==> config.mk <==
export PLATFORM = sky130hd
export DESIGN_NAME = multicycle_main_controller
export DESIGN_NICKNAME = d
export VERILOG_FILES = /design/src/rtl/rv_ctrl_pkg.sv /design/src/rtl/branch_cond.sv /design/src/rtl/multicycle_main_controller.sv
export SDC_FILE = /design/constraint.sdc
export NUM_CORES = 1
export LEC_CHECK = 0
export CORE_UTILIZATION = 44
export CTS_CLUSTER_DIAMETER = 40
export DETAILED_ROUTE_END_ITERATION = 6
export PLACE_DENSITY = 0.87
export SLEW_MARGIN = 25
export SYNTH_ARGS = -nofsm -noshare
export SYNTH_HDL_FRONTEND = slang
export SYNTH_SLANG_ARGS = --single-unit
==> constraint.sdc <==
create_clock -name clk -period 1.98 [get_ports clk]
set_input_delay 0.297 -clock clk [delete_from_list [all_inputs] [get_ports clk]]
set_output_delay 0.297 -clock clk [all_outputs]
set_load 0.01 [all_outputs]
==> src/rtl/rv_ctrl_pkg.sv <==
// Shared encodings for the multicycle RV32I control path: FSM states, opcodes,
// ALU class codes and datapath mux selects.
package rv_ctrl_pkg;

  typedef enum logic [3:0] {
    FETCH,
    DECODE,
    MEMADR,
    MEMREAD,
    MEMWB,
    MEMWRITE,
    EXEC_R,
    EXEC_I,
    ALUWB,
    BRANCH,
    JAL,
    JALR,
    JALR_PC,
    LUI
  } state_t;

  localparam logic [6:0] OP_LOAD   = 7'b0000011;
  localparam logic [6:0] OP_STORE  = 7'b0100011;
  localparam logic [6:0] OP_RTYPE  = 7'b0110011;
  localparam logic [6:0] OP_ITYPE  = 7'b0010011;
  localparam logic [6:0] OP_BRANCH = 7'b1100011;
  localparam logic [6:0] OP_JAL    = 7'b1101111;
  localparam logic [6:0] OP_JALR   = 7'b1100111;
  localparam logic [6:0] OP_LUI    = 7'b0110111;

  // Must match the ALU controller's decoding of ALUOp.
  localparam logic [1:0] LS_W = 2'd0;
  localparam logic [1:0] B_T  = 2'd1;
  localparam logic [1:0] RI_T = 2'd2;
  localparam logic [1:0] U_T  = 2'd3;

  localparam logic [1:0] RES_ALUOUT    = 2'd0;
  localparam logic [1:0] RES_DATA      = 2'd1;
  localparam logic [1:0] RES_ALURESULT = 2'd2;

  localparam logic [1:0] SRCA_PC    = 2'd0;
  localparam logic [1:0] SRCA_OLDPC = 2'd1;
  localparam logic [1:0] SRCA_RS1   = 2'd2;

  localparam logic [1:0] SRCB_RS2  = 2'd0;
  localparam logic [1:0] SRCB_IMM  = 2'd1;
  localparam logic [1:0] SRCB_FOUR = 2'd2;

  localparam logic [2:0] IMM_I = 3'd0;
  localparam logic [2:0] IMM_S = 3'd1;
  localparam logic [2:0] IMM_B = 3'd2;
  localparam logic [2:0] IMM_J = 3'd3;
  localparam logic [2:0] IMM_U = 3'd4;

  localparam logic [2:0] F3_BEQ = 3'b000;
  localparam logic [2:0] F3_BNE = 3'b001;
  localparam logic [2:0] F3_BLT = 3'b100;
  localparam logic [2:0] F3_BGE = 3'b101;

endpackage

==> src/rtl/branch_cond.sv <==
// Branch resolution from ALU flags; purely combinational so it can sit in
// either the multicycle controller or a pipelined execute stage.
module branch_cond
  import rv_ctrl_pkg::*;
(
  input  logic [2:0] func3,
  input  logic       zero,
  input  logic       lt,
  output logic       taken
);

  always_comb begin
    taken = 1'b0;
    case (func3)
      F3_BEQ:  taken = zero;
      F3_BNE:  taken = ~zero;
      F3_BLT:  taken = lt;
      F3_BGE:  taken = ~lt;
      default: taken = 1'b0;
    endcase
  end

endmodule

==> src/rtl/multicycle_main_controller.sv <==
// Main control FSM of the multicycle RV32I core: sequences each instruction
// and drives all datapath enables, mux selects and the ALUOp class.
module multicycle_main_controller
  import rv_ctrl_pkg::*;
(
  input  logic       clk,
  input  logic       rst,
  input  logic [6:0] opcode,
  input  logic [2:0] func3,
  input  logic       zero,
  input  logic       lt,
  input  logic       mem_ready,
  output logic       PCWrite,
  output logic       AdrSrc,
  output logic       MemWrite,
  output logic       IRWrite,
  output logic       RegWrite,
  output logic [1:0] ResultSrc,
  output logic [1:0] ALUSrcA,
  output logic [1:0] ALUSrcB,
  output logic [2:0] ImmSrc,
  output logic [1:0] ALUOp
);

  state_t state_q, state_d;
  logic   taken;

  branch_cond u_branch_cond (
    .func3 (func3),
    .zero  (zero),
    .lt    (lt),
    .taken (taken)
  );

  always_ff @(posedge clk) begin
    if (rst) state_q <= FETCH;
    else     state_q <= state_d;
  end

  always_comb begin
    state_d = FETCH;
    case (state_q)
      FETCH:    state_d = mem_ready ? DECODE : FETCH;
      DECODE: begin
        case (opcode)
          OP_LOAD, OP_STORE: state_d = MEMADR;
          OP_RTYPE:          state_d = EXEC_R;
          OP_ITYPE:          state_d = EXEC_I;
          OP_BRANCH:         state_d = BRANCH;
          OP_JAL:            state_d = JAL;
          OP_JALR:           state_d = JALR;
          OP_LUI:            state_d = LUI;
          default:           state_d = FETCH;
        endcase
      end
      MEMADR:   state_d = (opcode == OP_STORE) ? MEMWRITE : MEMREAD;
      MEMREAD:  state_d = mem_ready ? MEMWB : MEMREAD;
      MEMWB:    state_d = FETCH;
      MEMWRITE: state_d = mem_ready ? FETCH : MEMWRITE;
      EXEC_R:   state_d = ALUWB;
      EXEC_I:   state_d = ALUWB;
      ALUWB:    state_d = FETCH;
      BRANCH:   state_d = FETCH;
      JAL:      state_d = ALUWB;
      JALR:     state_d = JALR_PC;
      JALR_PC:  state_d = ALUWB;
      LUI:      state_d = ALUWB;
      default:  state_d = FETCH;
    endcase
  end

  always_comb begin
    PCWrite   = 1'b0;
    AdrSrc    = 1'b0;
    MemWrite  = 1'b0;
    IRWrite   = 1'b0;
    RegWrite  = 1'b0;
    ResultSrc = RES_ALUOUT;
    ALUSrcA   = SRCA_PC;
    ALUSrcB   = SRCB_RS2;
    ImmSrc    = IMM_I;
    ALUOp     = LS_W;
    case (state_q)
      FETCH: begin
        ALUSrcB   = SRCB_FOUR;
        ResultSrc = RES_ALURESULT;
        IRWrite   = mem_ready;
        PCWrite   = mem_ready;
      end
      DECODE: begin
        ALUSrcA = SRCA_OLDPC;
        ALUSrcB = SRCB_IMM;
        ImmSrc  = IMM_B;
      end
      MEMADR: begin
        ALUSrcA = SRCA_RS1;
        ALUSrcB = SRCB_IMM;
        ImmSrc  = (opcode == OP_STORE) ? IMM_S : IMM_I;
      end
      MEMREAD:  AdrSrc = 1'b1;
      MEMWB: begin
        ResultSrc = RES_DATA;
        RegWrite  = 1'b1;
      end
      // The strobe stays up for the whole wait; memory commits on mem_ready.
      MEMWRITE: begin
        AdrSrc   = 1'b1;
        MemWrite = 1'b1;
      end
      EXEC_R: begin
        ALUSrcA = SRCA_RS1;
        ALUSrcB = SRCB_RS2;
        ALUOp   = RI_T;
      end
      EXEC_I: begin
        ALUSrcA = SRCA_RS1;
        ALUSrcB = SRCB_IMM;
        ALUOp   = RI_T;
      end
      ALUWB:    RegWrite = 1'b1;
      BRANCH: begin
        ALUSrcA = SRCA_RS1;
        ALUSrcB = SRCB_RS2;
        ALUOp   = B_T;
        PCWrite = taken;
      end
      JAL: begin
        ALUSrcA = SRCA_OLDPC;
        ALUSrcB = SRCB_FOUR;
        ImmSrc  = IMM_J;
        PCWrite = 1'b1;
      end
      JALR: begin
        ALUSrcA = SRCA_RS1;
        ALUSrcB = SRCB_IMM;
      end
      JALR_PC: begin
        ALUSrcA = SRCA_OLDPC;
        ALUSrcB = SRCB_FOUR;
        PCWrite = 1'b1;
      end
      LUI: begin
        ALUSrcB = SRCB_IMM;
        ImmSrc  = IMM_U;
        ALUOp   = U_T;
      end
      default: ;
    endcase
    // Reset aborts whatever state we were in: no writes, FETCH mux settings.
    if (rst) begin
      PCWrite   = 1'b0;
      AdrSrc    = 1'b0;
      MemWrite  = 1'b0;
      IRWrite   = 1'b0;
      RegWrite  = 1'b0;
      ResultSrc = RES_ALURESULT;
      ALUSrcA   = SRCA_PC;
      ALUSrcB   = SRCB_FOUR;
      ImmSrc    = IMM_I;
      ALUOp     = LS_W;
    end
  end

endmodule

==> flow_metrics.tcl <==
set metrics [dict create \
    min_period_ps 1890 \
    slew_violations 0 \
    min_path_type "primary input to flip-flop" \
    crit_required_ps 1680 \
    drc 0 \
    crit_family "buffers and inverters" \
    worst-slew-pin-transition_ps 326 \
    power.internal_mw 0.226 \
    slowest_delay_ps 440 \
    avgSynthCellArea_um2 6.99 \
    yosysWarnings 0 \
    combPwrFrac_pct 41.6 \
    numClockSinks 4 \
    irDropWorstVdd_uv 319 \
    mappedNetlistNets 114 \
    synth_edf_count 0 \
    dieHeight_um 41.7 \
    drive_gt1_share_pct 27.4 \
    numPortBuffers 30 \
    yosys.area_share.simple_pct 41.2 \
    critPathLaunchType "flip-flop" \
    p_total_mw 0.318 \
    wirelength_um 2210 \
    h-tree-depth 1 \
    dr.pass1.iters 4 \
    seqPwrFrac_pct 26.7 \
    antenna_found_initial 0 \
    fmax_mhz 529 \
    diodes 0 \
    grt_pass1_vias 913 \
    cts_tree "built" \
    num_vias 955 \
    largestRegisters "state_q (4)" \
    synth_top_area_cell "dfxtp_1" \
    ys_ff_latch 4 \
    min_from "mem_ready" \
    rsz0062_at_grt "false" \
    drv_cap 0 \
    globalplace.congestion 0.895 \
    yosys.cell_types.count 41 \
    track_usage_pct 27.6 \
    ys.flop_type "dfxtp_1" \
    p_sw_share_pct 29.0 \
    std_cell_rows 13 \
    outcome "completed" \
    post_synth_xor_area_fraction_pct 7.41 \
    relSlewSlack_pct 78.0 \
    switchingPower_mw 0.0922 \
    clock_skew_ps 4.87 \
    yosysMostFrequentCell "a21oi_1" \
    setup_viol 0 \
    fin_util_pct 84.8 \
    ant_nets 0 \
    grt-ovfl-total 0 \
    die_w_um 41.7 \
    area_delta_synth_final_pct 69.4 \
    synth-compound-area-share_pct 26.4 \
    hold_violations 0 \
    worst_ep_arrival_time_ps 1590 \
    core_region_area_mm2 0.00138 \
    synth.top_cell.area_share_pct 11.6 \
    grt_pass1_wl_um 3880 \
    crit_start "state_q[3]" \
    io_pins 31 \
    synthCells 99 \
    post_cts_buffers 0 \
    insertion_delay_ps 240 \
    ys_top_cells_by_area "dfxtp_1 12%, a21oi_1 8.0%, nand2_1 4.9%" \
    worst-path-buf-inv 2 \
    wl_per_cell_um 13.7 \
    crit_chain "buf_4 -> nor2_1 -> and3_1 -> a21oi_1 -> nor2_1 -> dlygate4sd2_1" \
    top_register "state_q" \
    largest_reg_flops 4 \
    synth_top_family_by_area "simple AND/OR/NAND/NOR gates" \
    clock-root-buffer "clkbuf_4" \
    hpwl_um 1650 \
    slowest_stage "dfxtp_2" \
    viasPerCell 5.93 \
    powerDensity_mw_per_mm2 271 \
    clkPwrFrac_pct 31.7 \
    critical_path.max_fanout 9 \
    finalCritPeriodShare_pct 95.5 \
    clockBufferDepth 2 \
    fin_nets 163 \
    r2r_start "state_q[1]" \
    start_util_pct 50.0 \
    clk_pin_slew_ps 40 \
    grt_start_max_net_pins 20 \
    critical_path_class "flip-flop to output pin" \
    first_iter_violations 32 \
    worst_setup_path_end_kind "output pin" \
    numCtsBuffers 3 \
    p_leak_nw 0.578 \
    crit_top_cell "nor2_1" \
    die_area_mm2 0.00174 \
    hold_slack_ps 610 \
    synth_mux_area_share_pct 2.89 \
    synth_common_cells "11 x a21oi_1, 9 x nand2_1, 9 x nor2_1" \
    ys_seq_area_share_pct 11.6 \
    synthAdderAreaFrac_pct 0 \
    synth_area_um2 692 \
    async_flop_share_pct 0 \
]
[cell usage in the layout (no fill, tap or decap), types with 2 or more instances in the layout]
cell type        netlist  layout
xor2_1                 3       3
inv_1                  4       4
nor2b_1                3       2
o22ai_1                2       2
and2_1                 2       2
o41ai_1                2       2
dlymetal6s2s_1         0       3
a21oi_1               11      10
mux2i_1                2       2
nor3b_1                2       2
o21ai_1                3       3
clkbuf_4               0       3
clkdlybuf4s50_1        0      14
nand3_1                3       3
a31oi_1                2       2
o21ai_0                2       2
dlygate4sd2_1          0      11
nor4b_1                3       2
nor2_1                 9       8
dfxtp_2                0       3
nand2b_1               3       3
nand3b_1               3       3
buf_4                  4      20
nand2_1                9       9
[worst register-to-register path: stages, from the launching register on]
cell and delay (ps):
dfxtp_2 330, buf_4 140, nor2b_4 100, buf_4 140, nor4b_4 270, o2111ai_1 160, a31oi_1 150
[logic make-up (layout without fill, tap and decap cells)]
group                  after synthesis  count (layout)
XOR/XNOR                             5               5
flip-flops                           4               4
AND/OR/NAND/NOR                     46              46
multiplexers                         2               2
buffers and inverters               13              60
AO/OA/AOI/OAI                       29              29
[area by class of cell]
cell class / instances / area, um^2
multi-input cells: 82 / 563
clock buffers: 3 / 22.5
inverters: 5 / 18.8
well taps: 15 / 18.8
repair buffers: 52 / 465
fillers: 90 / 210
flip-flops and latches: 4 / 83.8
[path summary, 6_finish.rpt]
kind,to,slack (ps),cells past startpoint
worst max-delay path,ALUSrcB[0],90,6
worst min-delay path,state_q[0],610,5
worst max register to register,state_q[2],590,6
worst min register to register,state_q[0],680,2
[layer usage]
metal / GRT usage (%) / vias up / share of wire, %
met5: 0 / - / 0
met4: 11.0 / 0 / 2.4
li1: - / 456 / -
met2: 48.4 / 50 / 51
met3: 3.91 / 6 / 5.5
met1: 33.2 / 443 / 41
[what timing repair did]
| item | 4_1_cts | 5_1_grt |
|---|---|---|
| endpoints found under the setup margin | 14 | 5 |
| resized for setup | 24 | 8 |
| pin swaps | 1 | 0 |
| hold buffers | 0 | 0 |
[power by group through the flow]
stage,registers (mW),logic (mW),clock network [mW]
global route,0.0851,0.143,0.108
finish,0.0849,0.132,0.101
global placement,0.0859,0.129,0
floorplan,0.0851,0.0537,0
CTS,0.0846,0.130,0.103
detailed placement,0.0858,0.133,0
[through the flow]
stage | instances | cell area [um^2] | TNS [ps] | worst slack, ps
finish | 161 | 1170 | 0 | 89.4
global route | 161 | 1170 | 0 | 26.7
CTS | 161 | 1160 | 0 | 18.0
detailed placement | 158 | 1130 | -1060 | -389
global placement | 158 | 1130 | -780 | -335
floorplan | 99 | 692 | 0 | 454
Note: power is estimated with default switching activity, not from simulation.
